### config.mk
export PLATFORM = sky130hd
export DESIGN_NAME = morse_sequencer
export DESIGN_NICKNAME = d
export VERILOG_FILES = /design/src/rtl/morse_pkg.sv /design/src/rtl/morse_unit_timer.sv /design/src/rtl/morse_sequencer.sv
export SDC_FILE = /design/constraint.sdc
export NUM_CORES = 1
export LEC_CHECK = 0
export BUFFER_PORTS_ARGS = -buffer_cell sky130_fd_sc_hd__buf_2
export CAP_MARGIN = 15
export CORE_AREA = 10 10 75 77
export DETAILED_ROUTE_END_ITERATION = 16
export DIE_AREA = 0 0 85 87
export GPL_TIMING_DRIVEN = 0
export PLACE_DENSITY = 0.77
export SLEW_MARGIN = 20
export SYNTH_ARGS = -nofsm -noshare
export SYNTH_HDL_FRONTEND = slang
export SYNTH_SLANG_ARGS = --single-unit
### constraint.sdc
create_clock -name clk -period 3 [get_ports clk]
set_clock_uncertainty 0.1 [all_clocks]
set_input_delay 0.3 -clock clk [delete_from_list [all_inputs] [get_ports clk]]
set_output_delay 0.3 -clock clk [all_outputs]
set_load 0.05 [all_outputs]
### src/rtl/morse_pkg.sv
// rtl/morse_pkg.sv - symbol encoding, FSM states and phase lengths for the Morse sequencer
package morse_pkg;

  localparam logic [1:0] SYM_END   = 2'b00;
  localparam logic [1:0] SYM_DOT   = 2'b01;
  localparam logic [1:0] SYM_DASH  = 2'b10;
  localparam logic [1:0] SYM_PAUSE = 2'b11;

  localparam logic [1:0] UNITS_DOT   = 2'd1;
  localparam logic [1:0] UNITS_GAP   = 2'd1;
  localparam logic [1:0] UNITS_DASH  = 2'd3;
  localparam logic [1:0] UNITS_PAUSE = 2'd3;
  localparam logic [1:0] UNITS_TAIL  = 2'd3;

  typedef enum logic [2:0] {
    ST_IDLE,
    ST_TONE,
    ST_GAP,
    ST_SILENT,
    ST_TAIL,
    ST_DONE
  } state_t;

  // END maps to the tail length: an END symbol leads straight into TAIL.
  function automatic logic [1:0] sym_units(input logic [1:0] sym);
    case (sym)
      SYM_DOT:   return UNITS_DOT;
      SYM_DASH:  return UNITS_DASH;
      SYM_PAUSE: return UNITS_PAUSE;
      default:   return UNITS_TAIL;
    endcase
  endfunction

endpackage

### src/rtl/morse_unit_timer.sv
// rtl/morse_unit_timer.sv - phase down-counter; expire pulses in the last cycle of a 1- or 3-unit phase
module morse_unit_timer #(
  parameter int UNIT_CYCLES = 12_000_000
) (
  input  logic       clk,
  input  logic       reset,
  input  logic       load,
  input  logic [1:0] units,
  output logic       expire
);

  localparam int W = $clog2(3 * UNIT_CYCLES);

  logic [W-1:0] cnt;
  logic [W-1:0] reload;
  logic         armed;

  assign reload = W'(int'(units) * UNIT_CYCLES - 1);
  assign expire = armed && (cnt == '0);

  // armed keeps a finished phase from pulsing expire again while idle.
  always_ff @(posedge clk) begin
    if (reset) begin
      cnt   <= '0;
      armed <= 1'b0;
    end else if (load) begin
      cnt   <= reload;
      armed <= 1'b1;
    end else if (cnt != '0) begin
      cnt <= cnt - W'(1);
    end else begin
      armed <= 1'b0;
    end
  end

endmodule

### src/rtl/morse_sequencer.sv
// rtl/morse_sequencer.sv - plays a 10-bit Morse word as timed short/long tone requests; MORSE_QUEUE_EN adds a one-entry pending word
module morse_sequencer
  import morse_pkg::*;
#(
  parameter int UNIT_CYCLES = 12_000_000
) (
  input  logic       clk,
  input  logic       reset,
  input  logic       start,
  input  logic       abort,
  input  logic [9:0] code,
  output logic       busy,
  output logic       done,
  output logic       short,
  output logic       long,
  output logic       audio_en,
  output logic [2:0] sym_idx
);

  state_t     state;
  logic [9:0] word_q;
  logic       expire;
  logic       load;
  logic       accept;
  logic       start_req;
  logic [9:0] accept_code;
  logic [1:0] dec_sym;
  logic [1:0] tim_units;
  logic [2:0] nxt_idx;
  state_t     ph_state;
  logic       ph_short;
  logic       ph_long;

`ifdef MORSE_QUEUE_EN
  logic       pend_valid;
  logic [9:0] pend_code;
  assign start_req   = start || pend_valid;
  assign accept_code = pend_valid ? pend_code : code;
`else
  assign start_req   = start;
  assign accept_code = code;
`endif

  assign audio_en = busy;

  always_comb begin
    accept  = (state == ST_IDLE) && start_req && !abort;
    nxt_idx = sym_idx + 3'd1;
    // Past symbol 4 the shift brings in zeros, which decode as END.
    dec_sym = (state == ST_IDLE) ? accept_code[1:0] : 2'(word_q >> {nxt_idx, 1'b0});
    ph_state = ST_TAIL;
    ph_short = 1'b0;
    ph_long  = 1'b0;
    case (dec_sym)
      SYM_DOT:   begin ph_state = ST_TONE; ph_short = 1'b1; end
      SYM_DASH:  begin ph_state = ST_TONE; ph_long  = 1'b1; end
      SYM_PAUSE: ph_state = ST_SILENT;
      default:   ph_state = ST_TAIL;
    endcase
    load      = accept || (expire && (state inside {ST_TONE, ST_GAP, ST_SILENT}));
    tim_units = (state == ST_TONE) ? UNITS_GAP : sym_units(dec_sym);
  end

  morse_unit_timer #(.UNIT_CYCLES(UNIT_CYCLES)) u_timer (
    .clk    (clk),
    .reset  (reset),
    .load   (load),
    .units  (tim_units),
    .expire (expire)
  );

  always_ff @(posedge clk) begin
    if (reset) begin
      state   <= ST_IDLE;
      word_q  <= '0;
      sym_idx <= '0;
      busy    <= 1'b0;
      done    <= 1'b0;
      short   <= 1'b0;
      long    <= 1'b0;
`ifdef MORSE_QUEUE_EN
      pend_valid <= 1'b0;
      pend_code  <= '0;
`endif
    end else if (abort) begin
      state   <= ST_IDLE;
      sym_idx <= '0;
      busy    <= 1'b0;
      done    <= 1'b0;
      short   <= 1'b0;
      long    <= 1'b0;
`ifdef MORSE_QUEUE_EN
      pend_valid <= 1'b0;
`endif
    end else begin
      case (state)
        ST_IDLE: if (accept) begin
          word_q  <= accept_code;
          sym_idx <= '0;
          busy    <= 1'b1;
          state   <= ph_state;
          short   <= ph_short;
          long    <= ph_long;
        end
        ST_TONE: if (expire) begin
          state <= ST_GAP;
          short <= 1'b0;
          long  <= 1'b0;
        end
        ST_GAP, ST_SILENT: if (expire) begin
          sym_idx <= nxt_idx;
          state   <= ph_state;
          short   <= ph_short;
          long    <= ph_long;
        end
        ST_TAIL: if (expire) begin
          state <= ST_DONE;
          done  <= 1'b1;
        end
        ST_DONE: begin
          state   <= ST_IDLE;
          done    <= 1'b0;
          busy    <= 1'b0;
          sym_idx <= '0;
        end
        default: state <= ST_IDLE;
      endcase
`ifdef MORSE_QUEUE_EN
      if (accept) pend_valid <= 1'b0;
      if (start && state != ST_IDLE) begin
        pend_valid <= 1'b1;
        pend_code  <= code;
      end
`endif
    end
  end

endmodule
==> run_summary.xml, run 1 <==
<?xml version="1.0" encoding="UTF-8"?>
<metrics>
  <group name="status">
    <metric name="result_of_the_run" unit="">complete, no violations</metric>
  </group>
  <group name="logic_synthesis">
    <metric name="synth.cell_area" unit="µm²">2400</metric>
    <metric name="synth_async_reset_ratio" unit="">0</metric>
    <metric name="postSynthRegisterBits" unit="">47</metric>
    <metric name="yosys_warns" unit="">0</metric>
    <metric name="synth_top_flop_cell" unit="">sky130_fd_sc_hd__dfxtp_1</metric>
    <metric name="yosysSeqAreaShare" unit="">0.392</metric>
    <metric name="share_of_the_synthesized_area_in_the_top_cell_type" unit="">0.392</metric>
    <metric name="synth.lib_cells_used.distinct" unit="">46</metric>
    <metric name="post-synth-top-area-cell" unit="">sky130_fd_sc_hd__dfxtp_1</metric>
    <metric name="syn-num-nets" unit="">313</metric>
    <metric name="synthesis.area_per_instance" unit="µm²">8.09</metric>
    <metric name="postSynthCellCount" unit="">297</metric>
    <metric name="yosys-top-cells-area" unit="">sky130_fd_sc_hd__dfxtp_1 39%, sky130_fd_sc_hd__nand2_1 5.9%, sky130_fd_sc_hd__nor2_1 5.3%</metric>
    <metric name="synth_enable_flop_cells" unit="">0</metric>
  </group>
  <group name="global_route">
    <metric name="globalRouteTotalUtil" unit="">0.149</metric>
    <metric name="grt_antenna_before_repair" unit="">0</metric>
    <metric name="pin_count_of_the_biggest_net_entering_global_routing" unit="">16</metric>
    <metric name="grt_pass1_wl" unit="µm">9360</metric>
    <metric name="number_of_global_route_vias_before_repair" unit="">2048</metric>
    <metric name="grt.overflow.total" unit="">0</metric>
  </group>
  <group name="route">
    <metric name="detail_route.drc_violations" unit="">0</metric>
    <metric name="drt_first_iter_violations" unit="">128</metric>
    <metric name="avgViaCountPerCell" unit="">5.56</metric>
    <metric name="wl_per_cell" unit="µm">14.3</metric>
    <metric name="detailedRoute.firstPassIterationCount" unit="">4</metric>
    <metric name="drtAntennaViolNets" unit="">0</metric>
    <metric name="detail_route.wirelength" unit="µm">5410</metric>
    <metric name="route.vias.total" unit="">2103</metric>
  </group>
  <group name="clock_network">
    <metric name="clock_latency" unit="ns">0.31</metric>
    <metric name="cts.reportedPaths.clkPinSlew" unit="ns">0.09</metric>
    <metric name="max_buffers_root_to_sink" unit="">2</metric>
    <metric name="tritoncts_num_sinks" unit="">47</metric>
    <metric name="cts_buffers" unit="">5</metric>
    <metric name="cts_htree_levels" unit="">2</metric>
    <metric name="clock_tree_from_tritoncts" unit="">built</metric>
    <metric name="cts_root_buffer" unit="">sky130_fd_sc_hd__clkbuf_8</metric>
  </group>
  <group name="floorplanning">
    <metric name="core" unit="µm²">4230</metric>
    <metric name="io_pins" unit="">22</metric>
    <metric name="floorplan.rows" unit="">24</metric>
    <metric name="die_wd" unit="µm">85</metric>
    <metric name="die_h" unit="µm">87</metric>
    <metric name="floorplan.initialDensity" unit="">0.567</metric>
    <metric name="die-area" unit="µm²">7400</metric>
  </group>
  <group name="power">
    <metric name="leak_pwr" unit="nW">1.06</metric>
    <metric name="power_density" unit="nW/µm²">635</metric>
    <metric name="power.ir.vdd_worst" unit="µV">414</metric>
    <metric name="design_power" unit="mW">1.73</metric>
  </group>
  <group name="sta">
    <metric name="grt_setup_unrepaired" unit="">no</metric>
    <metric name="final_hold_vio_count" unit="">0</metric>
    <metric name="timing.setup.tns" unit="ns">0</metric>
    <metric name="final_max_slew_viol_count" unit="">0</metric>
    <metric name="finalSetupViolCount" unit="">0</metric>
    <metric name="worst_slew_margin_relative_to_its_limit" unit="">0.503</metric>
    <metric name="timing_worst_slew_pin_value" unit="ns">0.744</metric>
    <metric name="finalWorstPathRequiredPeriod" unit="ns">2.83</metric>
    <metric name="timing.fmax" unit="MHz">353</metric>
    <metric name="final.period_utilization" unit="">0.945</metric>
  </group>
  <group name="place">
    <metric name="total_of_buffers_placed_on_input_and_output_ports" unit="">21</metric>
    <metric name="post-dp-hpwl" unit="µm">3990</metric>
    <metric name="gp_routability_congestion" unit="">0.894</metric>
  </group>
  <group name="setup_path">
    <metric name="critical_path.startpoint_type" unit="">register</metric>
    <metric name="critical_path_class" unit="">reg -&gt; reg</metric>
    <metric name="crit_arrival" unit="ns">2.92</metric>
    <metric name="worstPathRequired" unit="ns">3.08</metric>
    <metric name="r2r.worst_path.cells" unit="">9</metric>
    <metric name="crit_path_end_kind" unit="">register</metric>
    <metric name="crit_path_max_fanout" unit="">8</metric>
  </group>
  <group name="run">
    <metric name="cap_violations" unit="">0</metric>
  </group>
  <group name="finish">
    <metric name="post_route_cells_drive_above_1_share" unit="">0.129</metric>
    <metric name="total_area_of_multi_input_combinational_cells" unit="µm²">1370</metric>
    <metric name="final.fill_count" unit="">388</metric>
    <metric name="final_util" unit="">0.641</metric>
    <metric name="n_diodes" unit="">0</metric>
    <metric name="final_net_count" unit="">341</metric>
    <metric name="area_delta_synth_final" unit="%">13.0</metric>
    <metric name="area.sequential" unit="µm²">941</metric>
  </group>
  <group name="worst_hold_path">
    <metric name="number_of_cells_on_the_worst_hold_path" unit="">3</metric>
    <metric name="min_path_type" unit="">in -&gt; reg</metric>
  </group>
</metrics>
metal layers:
metal,vias to the layer above,wire length (µm),track usage
li1,1089,-,-
met1,975,2620,0.185
met2,30,2490,0.245
met3,9,215,0.0365
met4,0,91,0.0524
met5,-,0,0
per-stage QoR:
stage                     instance area, µm²  worst slack (ns)  hold WS, ns  instances
after global placement                  2570             0.184        0.341        370
after global routing                    2720           0.00455        0.120        378
after detailed placement                2570             0.170        0.350        370
after CTS                               2710             0.120        0.117        378
final                                   2720             0.166        0.123        378
after floorplan                         2400             0.429        0.332        297
Yosys cell counts (3+ instances only):
master                     number
sky130_fd_sc_hd__dfxtp_1       47
sky130_fd_sc_hd__nand3_1        3
sky130_fd_sc_hd__and3_1         5
sky130_fd_sc_hd__nor2_1        34
sky130_fd_sc_hd__nand2b_1       4
sky130_fd_sc_hd__a211oi_1       3
sky130_fd_sc_hd__xor2_1        12
sky130_fd_sc_hd__xnor2_1       11
sky130_fd_sc_hd__nor2b_1        6
sky130_fd_sc_hd__nor3_1        13
sky130_fd_sc_hd__nand4_1        4
sky130_fd_sc_hd__mux2i_1        7
sky130_fd_sc_hd__inv_1          7
sky130_fd_sc_hd__nand3b_1       3
sky130_fd_sc_hd__o21ai_0       18
sky130_fd_sc_hd__a21oi_1       23
sky130_fd_sc_hd__o31ai_1        3
sky130_fd_sc_hd__nand2_1       38
sky130_fd_sc_hd__a31oi_1        3
sky130_fd_sc_hd__nor4_1         7
sky130_fd_sc_hd__clkbuf_1      11
sky130_fd_sc_hd__or3_1          4
state kept, by name (all words and copies together) (netlist names):
name / cells
u_timer.cnt: 26
word_q: 10
state: 3
sym_idx: 3
audio_en: 1
done: 1
long: 1
short: 1
u_timer.armed: 1
layout by cell type (no fill, tap or decap), types with 4 or more instances in the layout:
cell and instances:
sky130_fd_sc_hd__a21oi_1 23, sky130_fd_sc_hd__and3_1 5, sky130_fd_sc_hd__buf_2 22, sky130_fd_sc_hd__clkbuf_1 11
sky130_fd_sc_hd__clkbuf_8 5, sky130_fd_sc_hd__dfxtp_1 47, sky130_fd_sc_hd__inv_1 7, sky130_fd_sc_hd__mux2i_1 7
sky130_fd_sc_hd__nand2_1 38, sky130_fd_sc_hd__nand2b_1 4, sky130_fd_sc_hd__nand4_1 4, sky130_fd_sc_hd__nor2_1 34
sky130_fd_sc_hd__nor2b_1 6, sky130_fd_sc_hd__nor3_1 13, sky130_fd_sc_hd__nor4_1 6, sky130_fd_sc_hd__o21ai_0 17
sky130_fd_sc_hd__or3_1 4, sky130_fd_sc_hd__xnor2_1 11, sky130_fd_sc_hd__xor2_1 12
final timing paths:
check                      start    endpoint  slack (ns)
setup / recovery  u_timer.cnt[0]  sym_idx[1]        0.17
hold / removal           code[4]   word_q[4]        0.12
setup reg to reg  u_timer.cnt[0]  sym_idx[1]        0.17
hold reg to reg        word_q[2]   word_q[2]        0.36
cell families (layout without fill, tap and decap cells):
group,after synthesis,count (layout),synth area share
AO/OA/AOI/OAI,59,59,0.144
XOR/XNOR,23,23,0.0839
adder cells (fa/ha/maj),3,3,0.0146
buffers and inverters,22,51,0.0427
flip-flops,47,47,0.392
multiplexers,7,7,0.0292
AND/OR/NAND/NOR,136,136,0.294
report_power, final:
part	switching [mW]	internal, mW	total, mW
sequential	0.0590	0.687	0.746
combinational	0.260	0.167	0.427
clock	0.220	0.332	0.553
worst max-delay path, stage by stage, from the launching register on:
cell	delay (ns)
sky130_fd_sc_hd__dfxtp_1	0.35
sky130_fd_sc_hd__inv_1	0.07
sky130_fd_sc_hd__ha_1	0.18
sky130_fd_sc_hd__or4b_1	0.55
sky130_fd_sc_hd__or4_4	0.55
sky130_fd_sc_hd__buf_6	0.16
sky130_fd_sc_hd__nor4_2	0.34
sky130_fd_sc_hd__a211oi_1	0.15
sky130_fd_sc_hd__mux2i_1	0.19
sky130_fd_sc_hd__nor2_1	0.08
repair_timing:
item	CTS	global route
gates resized for setup	0	2
setup buffers	0	0
endpoints found under the setup margin	0	13
hold buffers	0	0
cell type report:
class / instances / share of cell area
clock inverters: 3 / 0.0249
flip-flops and latches: 47 / 0.347
well taps: 52 / 0.0240
plain buffers: 15 / 0.0281
repair buffers: 21 / 0.0387
clock buffers: 5 / 0.0253
inverters: 7 / 0.00968
multi-input cells: 228 / 0.503
(Power assumes the default switching activity.)
==> run 2: changes to the inputs <==
--- a/config.mk
+++ b/config.mk
@@ -5,13 +5,13 @@
 export SDC_FILE = /design/constraint.sdc
 export NUM_CORES = 1
 export LEC_CHECK = 0
-export BUFFER_PORTS_ARGS = -buffer_cell sky130_fd_sc_hd__buf_2
+export BUFFER_PORTS_ARGS = -buffer_cell sky130_fd_sc_hd__buf_4
 export CAP_MARGIN = 15
 export CORE_AREA = 10 10 75 77
 export DETAILED_ROUTE_END_ITERATION = 16
 export DIE_AREA = 0 0 85 87
 export GPL_TIMING_DRIVEN = 0
-export PLACE_DENSITY = 0.77
+export PLACE_DENSITY = 0.78
 export SLEW_MARGIN = 20
 export SYNTH_ARGS = -nofsm -noshare
 export SYNTH_HDL_FRONTEND = slang
==> run 2 against run 1 <==
Routed wire length shrank 1.1%. Clock-buffer cell count up 1. Register-to-register slack better by 0.02 ns. Design area is 0.41% lower.
==> run_summary.xml, run 2 (synthesized netlist as in run 1, its figures left out) <==
<?xml version="1.0" encoding="UTF-8"?>
<metrics>
  <group name="status">
    <metric name="result_of_the_run" unit="">complete, no violations</metric>
  </group>
  <group name="setup_path">
    <metric name="cp.depth" unit="">9</metric>
    <metric name="crit_path_max_fanout" unit="">8</metric>
    <metric name="crit_arrival" unit="ns">2.93</metric>
    <metric name="critical_path.cell_chain" unit="">inv_1 -&gt; ha_1 -&gt; or4b_1 -&gt; or4_4 -&gt; buf_6 -&gt; nor3_4 -&gt; o21ai_0 -&gt; nand3b_4 -&gt; o21ai_0</metric>
    <metric name="critical_path_class" unit="">reg -&gt; reg</metric>
    <metric name="crit_buf_inv" unit="">2</metric>
    <metric name="r2r.worst_path.cells" unit="">9</metric>
    <metric name="worstPathRequired" unit="ns">3.12</metric>
    <metric name="max_stage_delay" unit="ns">0.55</metric>
    <metric name="crit_path_end_kind" unit="">register</metric>
    <metric name="critPathCapture" unit="">u_timer.cnt[20]</metric>
    <metric name="critical-path-top-cell-by-count" unit="">sky130_fd_sc_hd__o21ai_0</metric>
    <metric name="critPathSlowestCell" unit="">sky130_fd_sc_hd__or4_4</metric>
    <metric name="regToRegSetupSlack" unit="ns">0.19</metric>
    <metric name="timing.rr.end" unit="">u_timer.cnt[20]</metric>
    <metric name="critPathLaunch" unit="">u_timer.cnt[0]</metric>
    <metric name="path_delay_family" unit="">simple AND/OR/NAND/NOR gates</metric>
    <metric name="regToRegStartpoint" unit="">u_timer.cnt[0]</metric>
    <metric name="critical_path.startpoint_type" unit="">register</metric>
  </group>
  <group name="route">
    <metric name="route.met3.wl" unit="µm">285</metric>
    <metric name="wl_per_cell" unit="µm">14.2</metric>
    <metric name="top_signal_layer_used" unit="">met4</metric>
    <metric name="route.vias.total" unit="">2142</metric>
    <metric name="routedLengthMet1" unit="µm">2510</metric>
    <metric name="detail_route.drc_violations" unit="">0</metric>
    <metric name="avgViaCountPerCell" unit="">5.70</metric>
    <metric name="drtAntennaViolNets" unit="">0</metric>
    <metric name="detail_route.wirelength" unit="µm">5350</metric>
    <metric name="detailedRoute.firstPassIterationCount" unit="">4</metric>
    <metric name="drt_first_iter_violations" unit="">119</metric>
    <metric name="wl_met2" unit="µm">2480</metric>
  </group>
  <group name="power">
    <metric name="leak_pwr" unit="nW">1.04</metric>
    <metric name="power.ir.vdd_worst" unit="µV">365</metric>
    <metric name="design_power" unit="mW">1.53</metric>
    <metric name="power_density" unit="nW/µm²">564</metric>
  </group>
  <group name="sta">
    <metric name="final_hold_vio_count" unit="">0</metric>
    <metric name="worst_slew_margin_relative_to_its_limit" unit="">0.571</metric>
    <metric name="grt_setup_unrepaired" unit="">no</metric>
    <metric name="finalSetupViolCount" unit="">0</metric>
    <metric name="final_max_slew_viol_count" unit="">0</metric>
    <metric name="finalWorstPathRequiredPeriod" unit="ns">2.81</metric>
    <metric name="timing.fmax" unit="MHz">356</metric>
    <metric name="timing_worst_slew_pin_value" unit="ns">0.641</metric>
    <metric name="post-route-worst-setup-slack" unit="ns">0.191</metric>
    <metric name="final.period_utilization" unit="">0.936</metric>
    <metric name="timing.setup.tns" unit="ns">0</metric>
  </group>
  <group name="clock_network">
    <metric name="cts_htree_levels" unit="">2</metric>
    <metric name="cts_root_buffer" unit="">sky130_fd_sc_hd__clkbuf_8</metric>
    <metric name="cts_hold_buf" unit="">0</metric>
    <metric name="cts.reportedPaths.clkPinSlew" unit="ns">0.08</metric>
    <metric name="clock_tree_from_tritoncts" unit="">built</metric>
    <metric name="clock_latency" unit="ns">0.30</metric>
    <metric name="cts_buffers" unit="">5</metric>
    <metric name="max_buffers_root_to_sink" unit="">2</metric>
    <metric name="tritoncts_num_sinks" unit="">47</metric>
  </group>
  <group name="worst_hold_path">
    <metric name="min-delay-start" unit="">code[4]</metric>
    <metric name="number_of_cells_on_the_worst_hold_path" unit="">3</metric>
    <metric name="min_path_type" unit="">in -&gt; reg</metric>
  </group>
  <group name="run">
    <metric name="cap_violations" unit="">0</metric>
  </group>
  <group name="place">
    <metric name="gp_routability_congestion" unit="">0.876</metric>
    <metric name="total_of_buffers_placed_on_input_and_output_ports" unit="">21</metric>
    <metric name="post-dp-hpwl" unit="µm">3840</metric>
    <metric name="placement.setup.worst_slack" unit="ns">0.194</metric>
    <metric name="placed_cells" unit="">370</metric>
  </group>
  <group name="finish">
    <metric name="biggestRegsByFlops" unit="">u_timer.cnt: 26 flops, word_q: 10 flops</metric>
    <metric name="leading_cell_types_in_the_layout_fill_and_taps_excluded" unit="">47 x sky130_fd_sc_hd__dfxtp_1, 38 x sky130_fd_sc_hd__nand2_1, 34 x sky130_fd_sc_hd__nor2_1</metric>
    <metric name="post_route_cells_drive_above_1_share" unit="">0.120</metric>
    <metric name="largest_register_ff_count" unit="">26</metric>
    <metric name="final_net_count" unit="">341</metric>
    <metric name="n_diodes" unit="">0</metric>
    <metric name="commonest_non_fill_non_tap_cell_in_the_layout" unit="">sky130_fd_sc_hd__dfxtp_1</metric>
    <metric name="area_delta_synth_final" unit="%">12.6</metric>
    <metric name="area.sequential" unit="µm²">941</metric>
    <metric name="registers.top_by_ff_count" unit="">u_timer.cnt</metric>
    <metric name="final_cell_count_no_fill" unit="">376</metric>
    <metric name="total_area_of_multi_input_combinational_cells" unit="µm²">1370</metric>
    <metric name="final.fill_count" unit="">370</metric>
  </group>
  <group name="global_route">
    <metric name="pin_count_of_the_biggest_net_entering_global_routing" unit="">13</metric>
    <metric name="grt_antenna_before_repair" unit="">0</metric>
    <metric name="globalRouteTotalUtil" unit="">0.143</metric>
    <metric name="grt_pass1_wl" unit="µm">8890</metric>
    <metric name="number_of_global_route_vias_before_repair" unit="">1960</metric>
    <metric name="grt.overflow.total" unit="">0</metric>
  </group>
  <group name="floorplanning">
    <metric name="core" unit="µm²">4230</metric>
    <metric name="die_wd" unit="µm">85</metric>
    <metric name="io_pins" unit="">22</metric>
    <metric name="die-area" unit="µm²">7400</metric>
    <metric name="floorplan.initialDensity" unit="">0.567</metric>
    <metric name="floorplan.rows" unit="">24</metric>
    <metric name="die_h" unit="µm">87</metric>
  </group>
</metrics>
run 2: worst min path at each step:
stage                           end  slack, ns
after floorplan           word_q[8]       0.33
after global placement    word_q[1]       0.34
after detailed placement  word_q[3]       0.35
after CTS                 word_q[5]       0.14
after global routing      word_q[5]       0.14
final                     word_q[4]       0.15
run 2: per-layer routing:
layer / vias to the layer above / track usage
met5: - / 0
met4: 0 / 0.0554
met3: 9 / 0.0375
met2: 49 / 0.222
met1: 999 / 0.184
li1: 1085 / -
run 2: worst min-delay path, stage by stage:
cell	delay (ns)
sky130_fd_sc_hd__buf_4	0.11
sky130_fd_sc_hd__nand2_1	0.04
sky130_fd_sc_hd__a21oi_1	0.05
run 2: power breakdown:
group          internal [mW]  switching [mW]  total [mW]  leakage (nW)
clock network          0.156           0.195       0.351        0.0371
logic                  0.173           0.257       0.429         0.620
registers              0.687          0.0587       0.745         0.385
total                   1.01           0.510        1.53          1.04
run 2: stage by stage:
| step | util | instance area [µm²] | hold WS [ns] |
|---|---|---|---|
| after CTS | 0.637 | 2700 | 0.139 |
| after detailed placement | 0.620 | 2630 | 0.349 |
| final | 0.639 | 2700 | 0.148 |
| after global placement | 0.620 | 2630 | 0.341 |
| after global routing | 0.639 | 2700 | 0.142 |
| after floorplan | - | 2400 | 0.332 |
run 2: layout make-up:
type                       count  area share
timing repair buffer          21      0.0583
inverter                       7     0.00972
clock buffer                   6      0.0268
multi-input combinational    228       0.505
sequential                    47       0.348
buffer                        15      0.0282
tap                           52      0.0241
run 2: repair_timing:
item,in CTS,in global routing
gates resized for setup,0,1
endpoints found under the setup margin,0,2
buffers inserted,0,0
==> run 3: changes to the inputs <==
--- a/config.mk
+++ b/config.mk
@@ -7,12 +7,13 @@
 export LEC_CHECK = 0
 export BUFFER_PORTS_ARGS = -buffer_cell sky130_fd_sc_hd__buf_4
 export CAP_MARGIN = 15
-export CORE_AREA = 10 10 75 77
+export CORE_AREA = 10 10 77 79
 export DETAILED_ROUTE_END_ITERATION = 16
-export DIE_AREA = 0 0 85 87
+export DIE_AREA = 0 0 87 89
 export GPL_TIMING_DRIVEN = 0
-export PLACE_DENSITY = 0.78
+export PLACE_DENSITY = 0.77
 export SLEW_MARGIN = 20
 export SYNTH_ARGS = -nofsm -noshare
 export SYNTH_HDL_FRONTEND = slang
+export SYNTH_HIERARCHICAL = 1
 export SYNTH_SLANG_ARGS = --single-unit
==> run 3 against run 2 <==
Synthesized cell count up 0.67%. Clock-buffer cell count unchanged. Setup slack worse by 0.11 ns. Non-clock buffer count grew 19. Die area rose by 4.7%. Fmax fell by 3.7%. Register-to-register slack got worse by 0.11 ns. Area after synthesis is 4.6% higher. Design area is 14% higher. Highest routed layer unchanged. Global-route usage up 1.8 points. Combinational power grew 15%.
==> run_summary.xml, run 3 <==
<?xml version="1.0" encoding="UTF-8"?>
<metrics>
  <group name="status">
    <metric name="result_of_the_run" unit="">complete, no violations</metric>
  </group>
  <group name="power">
    <metric name="leak_pwr" unit="nW">1.20</metric>
    <metric name="power.ir.vdd_worst" unit="µV">286</metric>
    <metric name="power_density" unit="nW/µm²">545</metric>
    <metric name="design_power" unit="mW">1.69</metric>
  </group>
  <group name="logic_synthesis">
    <metric name="yosys_warns" unit="">6</metric>
    <metric name="postSynthCellCount" unit="">299</metric>
    <metric name="synth_enable_flop_cells" unit="">0</metric>
    <metric name="yosys-top-cells-area" unit="">sky130_fd_sc_hd__dfxtp_1 37%, sky130_fd_sc_hd__xnor2_1 6.3%, sky130_fd_sc_hd__a21oi_1 5.4%</metric>
    <metric name="synth_top_flop_cell" unit="">sky130_fd_sc_hd__dfxtp_1</metric>
    <metric name="synth_async_reset_ratio" unit="">0</metric>
    <metric name="postSynthRegisterBits" unit="">47</metric>
    <metric name="yosysSeqAreaShare" unit="">0.374</metric>
    <metric name="synthesis.area_per_instance" unit="µm²">8.41</metric>
    <metric name="synth.lib_cells_used.distinct" unit="">53</metric>
    <metric name="post-synth-top-area-cell" unit="">sky130_fd_sc_hd__dfxtp_1</metric>
    <metric name="synth.cell_area" unit="µm²">2510</metric>
    <metric name="synth_most_common_cell" unit="">sky130_fd_sc_hd__dfxtp_1</metric>
    <metric name="synth_top_cells_by_count" unit="">47 x sky130_fd_sc_hd__dfxtp_1, 36 x sky130_fd_sc_hd__nand2_1, 27 x sky130_fd_sc_hd__a21oi_1</metric>
    <metric name="share_of_the_synthesized_area_in_the_top_cell_type" unit="">0.374</metric>
  </group>
  <group name="sta">
    <metric name="finalWorstPathRequiredPeriod" unit="ns">2.92</metric>
    <metric name="timing.fmax" unit="MHz">343</metric>
    <metric name="final_max_slew_viol_count" unit="">0</metric>
    <metric name="final_hold_vio_count" unit="">0</metric>
    <metric name="hold_slack" unit="ns">0.136</metric>
    <metric name="final.period_utilization" unit="">0.973</metric>
    <metric name="timing_worst_slew_pin_value" unit="ns">1.05</metric>
    <metric name="worst_slew_margin_relative_to_its_limit" unit="">0.295</metric>
    <metric name="finalSetupViolCount" unit="">0</metric>
    <metric name="timing.setup.tns" unit="ns">0</metric>
    <metric name="post-route-worst-setup-slack" unit="ns">0.0820</metric>
  </group>
  <group name="floorplanning">
    <metric name="die_h" unit="µm">89</metric>
    <metric name="io_pins" unit="">22</metric>
    <metric name="floorplan.rows" unit="">25</metric>
    <metric name="die-area" unit="µm²">7740</metric>
    <metric name="floorplan.initialDensity" unit="">0.554</metric>
    <metric name="die_wd" unit="µm">87</metric>
    <metric name="core" unit="µm²">4540</metric>
  </group>
  <group name="route">
    <metric name="drtAntennaViolNets" unit="">0</metric>
    <metric name="avgViaCountPerCell" unit="">5.76</metric>
    <metric name="detail_route.wirelength" unit="µm">5840</metric>
    <metric name="detail_route.drc_violations" unit="">0</metric>
    <metric name="route.vias.total" unit="">2317</metric>
    <metric name="drt_first_iter_violations" unit="">173</metric>
    <metric name="wl_per_cell" unit="µm">14.5</metric>
    <metric name="detailedRoute.firstPassIterationCount" unit="">4</metric>
  </group>
  <group name="clock_network">
    <metric name="cts_htree_levels" unit="">2</metric>
    <metric name="clock_tree_from_tritoncts" unit="">built</metric>
    <metric name="cts_buffers" unit="">5</metric>
    <metric name="tritoncts_num_sinks" unit="">47</metric>
    <metric name="cts_root_buffer" unit="">sky130_fd_sc_hd__clkbuf_8</metric>
    <metric name="max_buffers_root_to_sink" unit="">2</metric>
    <metric name="clock_latency" unit="ns">0.30</metric>
    <metric name="cts_hold_buf" unit="">0</metric>
    <metric name="cts.reportedPaths.clkPinSlew" unit="ns">0.09</metric>
  </group>
  <group name="finish">
    <metric name="post_route_cells_drive_above_1_share" unit="">0.241</metric>
    <metric name="n_diodes" unit="">0</metric>
    <metric name="registers.top_by_ff_count" unit="">u_timer/cnt</metric>
    <metric name="area_delta_synth_final" unit="%">23.1</metric>
    <metric name="final_util" unit="">0.682</metric>
    <metric name="biggestRegsByFlops" unit="">u_timer/cnt: 26 flops, word_q: 10 flops</metric>
    <metric name="finish.instance_area" unit="µm²">3100</metric>
    <metric name="final_cell_count_no_fill" unit="">402</metric>
    <metric name="largest_register_ff_count" unit="">26</metric>
    <metric name="leading_cell_types_in_the_layout_fill_and_taps_excluded" unit="">45 x sky130_fd_sc_hd__dfxtp_1, 43 x sky130_fd_sc_hd__buf_4, 35 x sky130_fd_sc_hd__nand2_1</metric>
    <metric name="final_net_count" unit="">371</metric>
    <metric name="commonest_non_fill_non_tap_cell_in_the_layout" unit="">sky130_fd_sc_hd__dfxtp_1</metric>
  </group>
  <group name="setup_path">
    <metric name="cp.depth" unit="">11</metric>
    <metric name="critical_path.cell_chain" unit="">or4_4 -&gt; or4_4 -&gt; nor3_4 -&gt; and2_4 -&gt; nand2_2 -&gt; o21a_4 -&gt; inv_6 -&gt; buf_4 -&gt; a31oi_2 -&gt; a22oi_1 -&gt; nor2_1</metric>
    <metric name="critical_path_class" unit="">reg -&gt; reg</metric>
    <metric name="critical_path.startpoint_type" unit="">register</metric>
    <metric name="critPathLaunch" unit="">u_timer/cnt[19]</metric>
    <metric name="crit_path_end_kind" unit="">register</metric>
    <metric name="r2r.worst_path.cells" unit="">11</metric>
    <metric name="crit_path_max_fanout" unit="">5</metric>
    <metric name="crit_arrival" unit="ns">3.00</metric>
    <metric name="crit_buf_inv" unit="">2</metric>
    <metric name="max_stage_delay" unit="ns">0.55</metric>
    <metric name="critPathSlowestCell" unit="">sky130_fd_sc_hd__or4_4</metric>
    <metric name="timing.rr.end" unit="">u_timer/cnt[9]</metric>
    <metric name="path_delay_family" unit="">simple AND/OR/NAND/NOR gates</metric>
    <metric name="critical-path-top-cell-by-count" unit="">sky130_fd_sc_hd__or4_4</metric>
    <metric name="critPathCapture" unit="">u_timer/cnt[9]</metric>
    <metric name="regToRegSetupSlack" unit="ns">0.08</metric>
    <metric name="regToRegStartpoint" unit="">u_timer/cnt[19]</metric>
    <metric name="worstPathRequired" unit="ns">3.08</metric>
  </group>
  <group name="global_route">
    <metric name="pin_count_of_the_biggest_net_entering_global_routing" unit="">14</metric>
    <metric name="grt_pass1_wl" unit="µm">10200</metric>
    <metric name="grt_antenna_before_repair" unit="">0</metric>
    <metric name="number_of_global_route_vias_before_repair" unit="">2147</metric>
    <metric name="globalRouteTotalUtil" unit="">0.161</metric>
    <metric name="grt.overflow.total" unit="">0</metric>
  </group>
  <group name="place">
    <metric name="placed_cells" unit="">378</metric>
    <metric name="post-dp-hpwl" unit="µm">4010</metric>
    <metric name="gp_routability_congestion" unit="">0.924</metric>
    <metric name="placement.setup.worst_slack" unit="ns">-0.478</metric>
    <metric name="total_of_buffers_placed_on_input_and_output_ports" unit="">21</metric>
    <metric name="placed_cell_area" unit="µm²">2800</metric>
  </group>
  <group name="run">
    <metric name="cap_violations" unit="">0</metric>
  </group>
  <group name="worst_hold_path">
    <metric name="min_path_type" unit="">in -&gt; reg</metric>
  </group>
</metrics>
[run 3: cell type report]
| class | count | area [µm²] |
|---|---|---|
| Buffer | 13 | 66.3 |
| Clock buffer | 6 | 72.6 |
| Clock inverter | 1 | 30.0 |
| Fill cell | 350 | 1440 |
| Inverter | 12 | 55.1 |
| Multi-Input combinational cell | 227 | 1550 |
| Sequential cell | 47 | 943 |
| Tap cell | 54 | 67.6 |
| Timing Repair Buffer | 42 | 315 |
[run 3: worst register-to-register path, cell delays in order, from the launching register on]
cell                      delay [ns]
sky130_fd_sc_hd__dfxtp_2        0.34
sky130_fd_sc_hd__or4_4          0.54
sky130_fd_sc_hd__or4_4          0.55
sky130_fd_sc_hd__nor3_4         0.24
sky130_fd_sc_hd__and2_4         0.18
sky130_fd_sc_hd__nand2_2        0.06
sky130_fd_sc_hd__o21a_4         0.24
sky130_fd_sc_hd__inv_6          0.08
sky130_fd_sc_hd__buf_4          0.11
sky130_fd_sc_hd__a31oi_2        0.05
sky130_fd_sc_hd__a22oi_1        0.27
sky130_fd_sc_hd__nor2_1         0.06
[run 3: worst min path at each step]
stage	endpoint	slack [ns]	cells past startpoint	start
5_1_grt	word_q[2]	0.13	3	code[2]
6_report	word_q[9]	0.14	3	code[9]
2_1_floorplan	word_q[6]	0.33	2	word_q[6]
4_1_cts	word_q[9]	0.13	3	code[9]
3_3_place_gp	word_q[4]	0.34	2	word_q[4]
3_5_place_dp	word_q[9]	0.35	2	word_q[9]
[run 3: per-layer routing]
| layer | track usage | up-vias | routed length [µm] |
|---|---|---|---|
| met3 | 0.0356 | 11 | 260 |
| li1 | - | 1172 | - |
| met2 | 0.257 | 72 | 2820 |
| met1 | 0.209 | 1062 | 2660 |
| met5 | 0 | - | 0 |
| met4 | 0.0530 | 0 | 102 |
[run 3: power breakdown]
part / internal (mW) / leakage (nW) / total [mW] / switching, mW
registers: 0.682 / 0.386 / 0.741 / 0.0590
clock network: 0.245 / 0.0513 / 0.454 / 0.209
logic: 0.225 / 0.763 / 0.492 / 0.266
total: 1.15 / 1.20 / 1.69 / 0.535
[run 3: kinds of logic (layout without fill, tap and decap cells)]
| group | count (synthesis) | after routing | share of synthesized area |
|---|---|---|---|
| mux | 4 | 4 | 0.0259 |
| compound gates | 82 | 82 | 0.210 |
| flops | 47 | 47 | 0.374 |
| fa+ha+maj | 9 | 9 | 0.0448 |
| simple gates | 108 | 108 | 0.228 |
| buf+inv | 29 | 74 | 0.0498 |
| other cells | 1 | 5 | 0.00149 |
| xor+xnor | 19 | 19 | 0.0662 |
[run 3: repair_timing]
action,CTS,global route
pin swaps,4,7
resized for setup,4,15
cloned,0,0
buffers inserted,20,3
endpoints found under the setup margin,34,28
